===== src/rtl/pipe_datapath.sv =====
// Two-stage ALU datapath: issue registers, then ALU result, status flags and register-file write.
// The stage-2 result is forwarded to the issuing operands so dependent back-to-back ops see fresh values.
module pipe_datapath #(
  parameter int DW = 16,
  parameter int AW = 3
) (
  input  logic          clk,
  input  logic          reset,
  input  logic          in_valid,
  input  logic          W_En,
  input  logic [AW-1:0] W_Adr,
  input  logic [AW-1:0] R_Adr,
  input  logic [AW-1:0] S_Adr,
  input  logic [3:0]    ALU_OP,
  input  logic          S_Sel,
  input  logic [DW-1:0] DS,
  output logic          out_valid,
  output logic [DW-1:0] Alu_Out,
  output logic [DW-1:0] Reg_Out,
  output logic          N,
  output logic          Z,
  output logic          C
);

  localparam int NREG = 2**AW;

  logic [DW-1:0] r_rf [NREG];
  logic          r_s1_valid;
  logic          r_s1_wen;
  logic [AW-1:0] r_s1_wadr;
  logic [3:0]    r_s1_op;
  logic [DW-1:0] r_s1_r;
  logic [DW-1:0] r_s1_s;

  logic [DW-1:0] w_res;
  logic          w_c;
  logic [DW:0]   w_sum;
  logic          w_fwd_r;
  logic          w_fwd_s;
  logic [DW-1:0] w_opr;
  logic [DW-1:0] w_ops;

  // The op in stage 1 writes the file on the same edge the next op issues, so bypass the file.
  assign w_fwd_r = r_s1_valid && r_s1_wen && (r_s1_wadr == R_Adr);
  assign w_fwd_s = r_s1_valid && r_s1_wen && (r_s1_wadr == S_Adr);
  assign w_opr   = w_fwd_r ? w_res : r_rf[R_Adr];
  assign w_ops   = S_Sel ? DS : (w_fwd_s ? w_res : r_rf[S_Adr]);

  always_comb begin
    w_res = r_s1_r;
    w_c   = 1'b0;
    w_sum = '0;
    case (r_s1_op)
      4'h1: w_res = r_s1_s;
      4'h2: begin
        w_sum = {1'b0, r_s1_r} + {1'b0, r_s1_s};
        w_res = w_sum[DW-1:0];
        w_c   = w_sum[DW];
      end
      4'h3: begin
        w_sum = {1'b0, r_s1_r} - {1'b0, r_s1_s};
        w_res = w_sum[DW-1:0];
        w_c   = w_sum[DW];
      end
      4'h4: begin
        w_sum = {1'b0, r_s1_r} + {{DW{1'b0}}, 1'b1};
        w_res = w_sum[DW-1:0];
        w_c   = w_sum[DW];
      end
      4'h5: begin
        w_sum = {1'b0, r_s1_r} - {{DW{1'b0}}, 1'b1};
        w_res = w_sum[DW-1:0];
        w_c   = w_sum[DW];
      end
      4'h6: w_res = r_s1_r & r_s1_s;
      4'h7: w_res = r_s1_r | r_s1_s;
      4'h8: w_res = r_s1_r ^ r_s1_s;
      4'h9: w_res = ~r_s1_r;
      4'hA: begin
        w_res = {r_s1_r[DW-2:0], 1'b0};
        w_c   = r_s1_r[DW-1];
      end
      4'hB: begin
        w_res = {1'b0, r_s1_r[DW-1:1]};
        w_c   = r_s1_r[0];
      end
      4'hC: begin
        w_res = {r_s1_r[DW-1], r_s1_r[DW-1:1]};
        w_c   = r_s1_r[0];
      end
      default: w_res = r_s1_r;
    endcase
  end

  always_ff @(posedge clk or posedge reset) begin
    if (reset) begin
      r_s1_valid <= 1'b0;
      r_s1_wen   <= 1'b0;
      r_s1_wadr  <= '0;
      r_s1_op    <= '0;
      r_s1_r     <= '0;
      r_s1_s     <= '0;
    end else begin
      r_s1_valid <= in_valid;
      if (in_valid) begin
        r_s1_wen  <= W_En;
        r_s1_wadr <= W_Adr;
        r_s1_op   <= ALU_OP;
        r_s1_r    <= w_opr;
        r_s1_s    <= w_ops;
      end
    end
  end

  always_ff @(posedge clk or posedge reset) begin
    if (reset) begin
      out_valid <= 1'b0;
      Alu_Out   <= '0;
      Reg_Out   <= '0;
      N         <= 1'b0;
      Z         <= 1'b1;
      C         <= 1'b0;
    end else begin
      out_valid <= r_s1_valid;
      if (r_s1_valid) begin
        Alu_Out <= w_res;
        Reg_Out <= r_s1_r;
        N       <= w_res[DW-1];
        Z       <= (w_res == '0);
        C       <= w_c;
      end
    end
  end

  always_ff @(posedge clk or posedge reset) begin
    if (reset) begin
      for (int i = 0; i < NREG; i++) r_rf[i] <= '0;
    end else if (r_s1_valid && r_s1_wen) begin
      r_rf[r_s1_wadr] <= w_res;
    end
  end

endmodule


===== config.mk =====
export PLATFORM = sky130hd
export DESIGN_NAME = pipe_datapath
export DESIGN_NICKNAME = d
export VERILOG_FILES = /design/src/rtl/pipe_datapath.sv
export SDC_FILE = /design/constraint.sdc
export NUM_CORES = 1
export LEC_CHECK = 0
export ABC_AREA = 1
export CAP_MARGIN = 10
export CORE_MARGIN = 4
export CORE_UTILIZATION = 45
export CTS_CLUSTER_DIAMETER = 40
export CTS_CLUSTER_SIZE = 14
export DETAILED_ROUTE_END_ITERATION = 7
export GPL_TIMING_DRIVEN = 0
export SYNTH_ARGS = -nofsm -noshare
export SYNTH_HDL_FRONTEND = slang
export SYNTH_SLANG_ARGS = --single-unit

===== constraint.sdc =====
create_clock -name clk -period 8.47 [get_ports clk]
set_input_delay 0.847 -clock clk [delete_from_list [all_inputs] [get_ports clk]]
set_output_delay 0.847 -clock clk [all_outputs]
set_load 0.01 [all_outputs]

# Yosys cells after proc, flatten, opt, wreduce, memory -nomap -nowiden
# Index checks and enable logic that the tools add are counted.
# totals
regBits	205
inputBits	34
output_inout_bits	36
# op_classes
magnitude_cmp	4
muxes	14
bitwise	7
n_reduce_logical	6
add_sub_neg	4
n_eq_ne	14
# op_table
operator	n
case mux 16 bit (12 select lines)	1
bitwise mux 128 bit	1
two-way mux 16 bit	8
binary-select mux 16 bit (select 3 bit)	2
demux 16 bit (select 3 bit)	1
== test 4 bit (second input constant)	5
adder 16 x 1 -> 17 bit (second input constant)	1
adder 16 x 16 -> 17 bit	1
subtractor 16 x 1 -> 17 bit (second input constant)	1
subtractor 16 x 16 -> 17 bit	1
bitwise AND 16 bit	1
== test 4 x 3 -> 1 bit (second input constant)	4
logical NOT 16 bit	1
NOT 16 bit	1
bitwise OR 16 bit	1
bitwise XOR 16 bit	1
greater-or-equal comparator 4 bit (second input constant)	3
NOT 3 -> 4 bit	3
== test 4 x 2 -> 1 bit (second input constant)	2
== test 3 bit	2
case mux 1 bit (6 select lines)	1
== test 4 x 1 -> 1 bit (second input constant)	1
logical AND 1 bit	4
< comparator 4 x 1 -> 1 bit (second input constant)	1
OR reduction 2 bit	1

# Longest topological paths before layout
# Gate-level depths: netlist of run 1.
# depth
word_depth	6
mapped_depth	21

# Worst setup path after synthesis of run 1
# Ideal clock, no wire load.
# synth_path
path_kind	reg-to-reg
start	reg r_s1_r[0]
end	reg r_s1_s[2]
path_slack_ns	5.902
path_buffers	1
arrival_time_ns	2.429
period_less_slack_ns	2.568
stages_incl_launch_ff	15
cell_sequence	dfrtp_1 > inv_1 > ha_1 > inv_1 > fa_1 > or2_2 > nand3_1 > nand2_1 > nor3_1 > nand3_1 > nor2_1 > clkbuf_2 > inv_1 > o211ai_1 > a22oi_1
# synth_between
elab_chain_len	4
elab_cells_between_ends	7
classes_between	add/sub (4); mux (3)
# synth_lines
element	line	rtl
start: declaration	32	logic [DW-1:0] r_s1_r;
start signal: assignment	109	r_s1_r <= w_opr;
subtractor 16 x 1 -> 17 bit (tied with other cells)	71	w_sum = {1'b0, r_s1_r} - {{DW{1'b0}}, 1'b1};
case mux 16 bit (12 select lines) (*)	53	case (r_s1_op)
two-way mux 16 bit (*) (2 in a row)	47	assign w_ops = S_Sel ? DS : (w_fwd_s ? w_res : r_rf[S_Adr]);
end signal: assignment	110	r_s1_s <= w_ops;
end: declaration	33	logic [DW-1:0] r_s1_s;
# Every way passes the cells marked *; elsewhere a longest branch is shown, timed or not.
# A chain may end at the register's enable or synchronous reset.

# Final worst setup path of run 1
# layout_path
start	reg r_s1_r[10]
end	reg r_s1_r[11]
# layout_between
elab_chain_len	3
elab_cells_between_ends	6
classes_between	add/sub (4); mux (2)
# layout_lines
element	line	rtl
subtractor 16 x 1 -> 17 bit (tied with other cells)	71	
case mux 16 bit (12 select lines) (*)	53	
two-way mux 16 bit (*)	46	assign w_opr = w_fwd_r ? w_res : r_rf[R_Adr];
# Marks and branches as above.

==> results.json, run 1 <==
{
  "outcome": "finished clean",
  "final_antenna_net_count": 0,
  "worst_ep_required_time_ns": 8.87,
  "die_w_um": 187,
  "max_cap_viol_count": 0,
  "yosys-top-cells-area": "dfrtp_1 (35%), nand2_1 (15%), o21ai_0 (12%)",
  "synth_top_flop_cell": "dfrtp_1",
  "routedWlPerCell_um": 23.5,
  "final_common_cell": "nand2_1",
  "cp.arrival_ns": 4.41,
  "ioPinCount": 70,
  "cpPeakStageDelay_ns": 0.60,
  "clockRootBuffer": "clkbuf_16",
  "slew_headroom_pct": 30.3,
  "fin_tns_setup_ns": 0,
  "start_kind": "flop",
  "dpl.cell_count": 2656,
  "irDropWorstVdd_mv": 0.218,
  "critPathCaptureType": "flop",
  "worst_pin_slew_ns": 1.03,
  "cts_tree": "built",
  "synth_top_cell_area_share_pct": 35.1,
  "yosysTopAreaCell": "dfrtp_1",
  "clock_latency_ns": 0.56,
  "yosys_warnings": 0,
  "cts_buffer_depth": 3,
  "overflow": 0,
  "core_area_mm2": 0.0316,
  "ctsResizeCount": 0,
  "grt_pass1_wl_mm": 96.2,
  "stdcell_count": 2719,
  "seq_area_frac_synth_pct": 35.3,
  "hold_viol": 0,
  "synth.avg_cell_area_um2": 6.62,
  "clock-sinks": 204,
  "ys_types": 44,
  "fin_crit_ns": 4.02,
  "hold_path_class": "reg -> reg",
  "die_area_mm2": 0.0351,
  "final_cell_mix": "nand2_1 (566), o21ai_0 (359), nor2_1 (246)",
  "p_per_area_mw_per_mm2": 270,
  "die_h_um": 187,
  "area_delta_synth_final_pct": 16.5,
  "finalPower_w": 0.00455,
  "cts_hold_repair.buffers": 0,
  "dp_hpwl_mm": 48.5,
  "dp_slack_ns": 4.49,
  "port_buffers": 66,
  "rsz0062_at_grt": "false",
  "routed_wl_mm": 63.8,
  "grt_max_degree": 126,
  "path_clk_slew_ns": 0.06,
  "first_global_vias": 15558,
  "drtIter0Drc": 2016,
  "num_rows": 65,
  "whs_ns": 0.474,
  "setup_viol": 0,
  "synth_cells": 2187,
  "drive_gt1_share_pct": 6.17,
  "finish.net_count": 2378,
  "worst_slack_ns": 4.45,
  "fmax_ghz": 0.249,
  "netlist_area_mm2": 0.0145,
  "grt_usage_pct": 35.6,
  "crit_type": "reg -> reg",
  "syn-num-nets": 2275,
  "finClkSkew_ns": 0.0486,
  "cpMostUsedCell": "nand3_1",
  "firstDrtPassIters": 8,
  "route.detailed.drc": 0,
  "leakage_nw": 7.83,
  "period_share_pct": 47.4,
  "htree_levels": 2,
  "via_per_inst": 5.94,
  "synth_seq_cells": 204,
  "crit_chain": "clkinv_1, ha_1, buf_2, inv_1, nand2_1, nor3_1, nand3_1, nand3_1, nand2_1, nand3_1, nand3_1, nand2_1, clkbuf_2, nand2_1, nand3_1, o21ai_0",
  "ys_async_sr_fraction_pct": 100,
  "gp_congestion": 1.07,
  "start_util_pct": 45.7,
  "cts_made_buffers": 34,
  "synth_edf_count": 0,
  "antenna_found_initial": 0,
  "slew_violations": 0,
  "post-cts-setup-buffers": 0,
  "num_vias": 16156,
  "worstPathMaxFanout": 10,
  "slowest_stage": "dfrtp_1"
}
flip-flops by register name, summed over array words and instances (netlist names):
register    cells
r_s1_s         16
Reg_Out        16
Alu_Out        16
r_s1_r         16
C               1
r_s1_wen        1
Z               1
r_s1_op         4
r_s1_wadr       3
r_rf          128
r_s1_valid      1
out_valid       1
cells in the mapped netlist (2+ instances only):
cell,number
nor2_2,10
or2_2,2
nor2_4,3
clkbuf_2,5
ha_1,52
nand2_1,566
nand4_1,18
buf_2,28
xor2_1,6
o211ai_1,25
o22ai_1,26
and2_1,3
fa_1,2
clkinv_1,12
inv_2,7
o21bai_1,3
o21ai_0,359
o31ai_1,2
clkbuf_1,91
buf_4,5
o21ai_1,3
a22oi_1,12
a21oi_1,84
buf_1,4
nand2_2,9
nor3_1,11
o311ai_0,5
dfrtp_1,203
nand3_1,157
o221ai_1,13
a31oi_1,11
nor2_1,246
buf_6,4
inv_1,190
cell type report:
cell class              count  area [um^2]
fillers                  3192        14800
flip-flops and latches    204         5110
repair buffers             67          688
clock buffers              39          910
plain buffers             137          604
clock inverters            23          275
inverters                 209          792
diodes                      1         2.50
well taps                 402          503
multi-input cells        1637         7980
kinds of logic (layout without fill, tap and decap cells):
| group | Yosys count | count (layout) | share of synthesized area, % |
|---|---|---|---|
| simple gates | 1032 | 1032 | 29.5 |
| compound gates | 545 | 545 | 20.4 |
| buf+inv | 346 | 475 | 9.60 |
| flops | 204 | 204 | 35.3 |
| fa+ha+maj | 54 | 54 | 4.77 |
| xor+xnor | 6 | 6 | 0.363 |
| other cells | 0 | 1 | 0 |
worst paths after layout:
kind	from	slack, ns	cells past startpoint	end
setup reg to reg	r_s1_r[10]	4.45	16	r_s1_r[11]
max in group asynchronous	reset	6.61	3	r_s1_op[1]
hold / removal	Z	0.47	2	Z
min in group asynchronous	reset	0.91	2	r_rf[38]
setup / recovery	r_s1_r[10]	4.45	16	r_s1_r[11]
hold reg to reg	Z	0.47	2	Z
critical path, delay by kind of cell, from the launching register on:
kind            cells  cell delay (ns)
compound gates      1             0.10
fa+ha+maj           1             0.46
buf+inv             4             1.18
flops               1             0.60
simple gates       10             1.49
layer usage:
layer | share of wire [%] | vias to the layer above | track usage, %
met5 | 0 | - | 0
met4 | 6.7 | 0 | 20.3
met3 | 8.3 | 227 | 5.88
met2 | 47 | 874 | 59.2
met1 | 38 | 7646 | 43.8
li1 | - | 7409 | -
metrics by stage:
stage | utilization (%) | instance area, um^2
after floorplan | - | 14500
after global placement | 49.4 | 15600
after detailed placement | 49.5 | 15700
after CTS | 53.3 | 16900
after global routing | 53.3 | 16900
final | 53.3 | 16900
power breakdown:
part	switching [W]	total [W]	internal, W
Clock	0.000561	0.00142	0.000862
Sequential	0.000278	0.00156	0.00128
Combinational	0.00106	0.00157	0.000508
(Power assumes the default switching activity.)
==> inputs of run 2 (changes only) <==
- clock period: 8.47 -> 3.75 ns (I/O delays scaled with it)
==> run 2 against run 1 <==
Against the previous run:
- sequential power increased by 130%
- routed wire length increased by 2.5%
- non-clock buffer count increased by 5
- register-to-register slack got worse by 4.3 ns
- via count increased by 0.22%
- largest cell class unchanged
- clock power increased by 99%
- combinational power increased by 130%
- first-iteration DRC count decreased by 2.6%
- flip-flop and latch count unchanged
- worst hold slack got worse by 0.23 ns
- count of clock-buffer cells in the layout decreased by 4
- critical path depth increased by 1
==> results.json, run 2 (synthesis results as in run 1) <==
{
  "overflow": 0,
  "pwr-share-seq_pct": 35.3,
  "worstPathMaxFanout": 10,
  "num_antenna_cells": 0,
  "path_buf_inv": 5,
  "routedWlPerCell_um": 24.1,
  "die_h_um": 187,
  "drive_gt1_share_pct": 6.57,
  "firstDrtPassIters": 6,
  "dpl.cell_count": 2660,
  "dp_hpwl_mm": 50.7,
  "worst_ep_required_time_ns": 4.18,
  "setup_viol": 0,
  "num_rows": 65,
  "slowest_stage": "dfrtp_1",
  "p_per_area_mw_per_mm2": 594,
  "hold_path_class": "in -> async",
  "routed_wl_mm": 65.4,
  "num_vias": 16191,
  "die_w_um": 187,
  "final_common_cell": "nand2_1",
  "final_core_util_pct": 53.1,
  "p_sw_share_pct": 42.5,
  "slew_headroom_pct": 33.8,
  "drtIter0Drc": 1963,
  "stdcell_count": 2717,
  "cts_buffer_depth": 3,
  "final_cell_mix": "nand2_1 (566), o21ai_0 (359), nor2_1 (246)",
  "rsz0062_at_grt": "false",
  "period_share_pct": 95.8,
  "fin_crit_ns": 3.59,
  "hold_viol": 0,
  "clock_latency_ns": 0.57,
  "path_delay_family": "simple AND/OR/NAND/NOR gates",
  "area_delta_synth_final_pct": 16.1,
  "power_frac_comb_pct": 36.4,
  "fin_tns_setup_ns": 0,
  "max_cap_viol_count": 0,
  "largest_reg_flops": 128,
  "cpPeakStageDelay_ns": 0.49,
  "dp_slack_ns": -0.169,
  "final_antenna_net_count": 0,
  "finClkSkew_ns": 0.0117,
  "leakage_nw": 7.80,
  "port_buffers": 66,
  "htree_levels": 1,
  "start_util_pct": 45.7,
  "route.detailed.drc": 0,
  "irDropWorstVdd_mv": 0.429,
  "r2r_cells": 17,
  "switching_power_w": 0.00425,
  "crit_type": "reg -> reg",
  "fmax_ghz": 0.278,
  "cpMostUsedCell": "nand2_1",
  "cts_made_buffers": 31,
  "r2r-start": "r_s1_r[5]",
  "finish.net_count": 2380,
  "path_clk_slew_ns": 0.06,
  "antenna_found_initial": 0,
  "grt_max_degree": 44,
  "grt_usage_pct": 36.4,
  "gp_congestion": 1.02,
  "pwr-share-clk_pct": 28.3,
  "slew_violations": 0,
  "outcome": "finished clean",
  "core_area_mm2": 0.0316,
  "grt_pass1_wl_mm": 98.2,
  "largest_register": "r_rf",
  "cts_tree": "built",
  "via_per_inst": 5.96,
  "critPathCaptureType": "flop",
  "first_global_vias": 15519,
  "worst_slack_ns": 0.156,
  "cp.arrival_ns": 4.03,
  "die_area_mm2": 0.0351,
  "reg2reg_to": "r_s1_r[11]",
  "p_int_w": 0.00574,
  "clock-sinks": 204,
  "worst_pin_slew_ns": 0.990,
  "start_kind": "flop",
  "cts_hold_repair.buffers": 0,
  "r2r_slack_ns": 0.16,
  "ioPinCount": 70,
  "crit_chain": "buf_2, inv_1, ha_1, buf_2, nand2_1, inv_1, a21oi_1, nand2_1, nand2_1, nand3_1, nand3_1, nand3_1, nand2_1, clkbuf_2, nand2_1, nand3_1, o21ai_0",
  "clockRootBuffer": "clkbuf_16"
}
## run 2: worst max path at each step
| stage | startpoint | endpoint | slack [ns] | depth (start not counted) |
|---|---|---|---|---|
| 2_1_floorplan | reset | Alu_Out[0] | 0.73 | 1 |
| 3_3_place_gp | reset | r_s1_op[0] | -0.88 | 2 |
| 3_5_place_dp | r_s1_r[11] | r_s1_s[13] | -0.17 | 16 |
| 4_1_cts | r_s1_r[14] | r_s1_r[15] | 0.08 | 16 |
| 5_1_grt | r_s1_r[5] | r_s1_r[11] | 0.003 | 17 |
| 6_report | r_s1_r[5] | r_s1_r[11] | 0.16 | 17 |
## run 2: stage by stage
step	instance area (um^2)	total power (W)	hold WS (ns)
global placement	15600	0.00696	0.460
CTS	16800	0.00988	0.243
floorplan	14500	0.00553	0.406
finish	16800	0.00999	0.242
detailed placement	15700	0.00704	0.468
global route	16800	0.0106	0.274
## run 2: layer usage
metal	routed length, um	GRT usage [%]	share of wire, %
met1	25000	45.3	38
met2	30000	59.7	46
met3	5320	5.17	8.1
met4	5150	23.0	7.9
met5	0	0	0
## run 2: what timing repair did
item | CTS | global route
buffers inserted | 0 | 4
resized for setup | 4 | 8
endpoints found under the setup margin | 27 | 23
## run 2: final cells by class
| type | instances | area [um^2] |
|---|---|---|
| tap | 402 | 503 |
| buffer | 134 | 596 |
| timing repair buffer | 75 | 798 |
| inverter | 209 | 807 |
| multi-input combinational | 1637 | 7980 |
| clock inverter | 21 | 221 |
| fill | 3281 | 14800 |
| sequential | 204 | 5110 |
| clock buffer | 35 | 791 |
## run 2: power by group through the flow
| stage | Clock [W] | Combinational (W) | Sequential [W] |
|---|---|---|---|
| global route | 0.00296 | 0.00400 | 0.00360 |
| finish | 0.00283 | 0.00363 | 0.00353 |
| floorplan | 0 | 0.00221 | 0.00332 |
| detailed placement | 0 | 0.00352 | 0.00352 |
| global placement | 0 | 0.00346 | 0.00351 |
| CTS | 0.00285 | 0.00354 | 0.00349 |
## run 2: worst reg2reg max path, cell delays in order (launching register included)
cell	delay, ns
dfrtp_1	0.49
buf_2	0.31
inv_1	0.22
ha_1	0.33
buf_2	0.19
nand2_1	0.10
inv_1	0.08
a21oi_1	0.20
nand2_1	0.21
nand2_1	0.13
nand3_1	0.07
nand3_1	0.14
nand3_1	0.19
nand2_1	0.19
clkbuf_2	0.34
nand2_1	0.09
nand3_1	0.11
o21ai_0	0.09
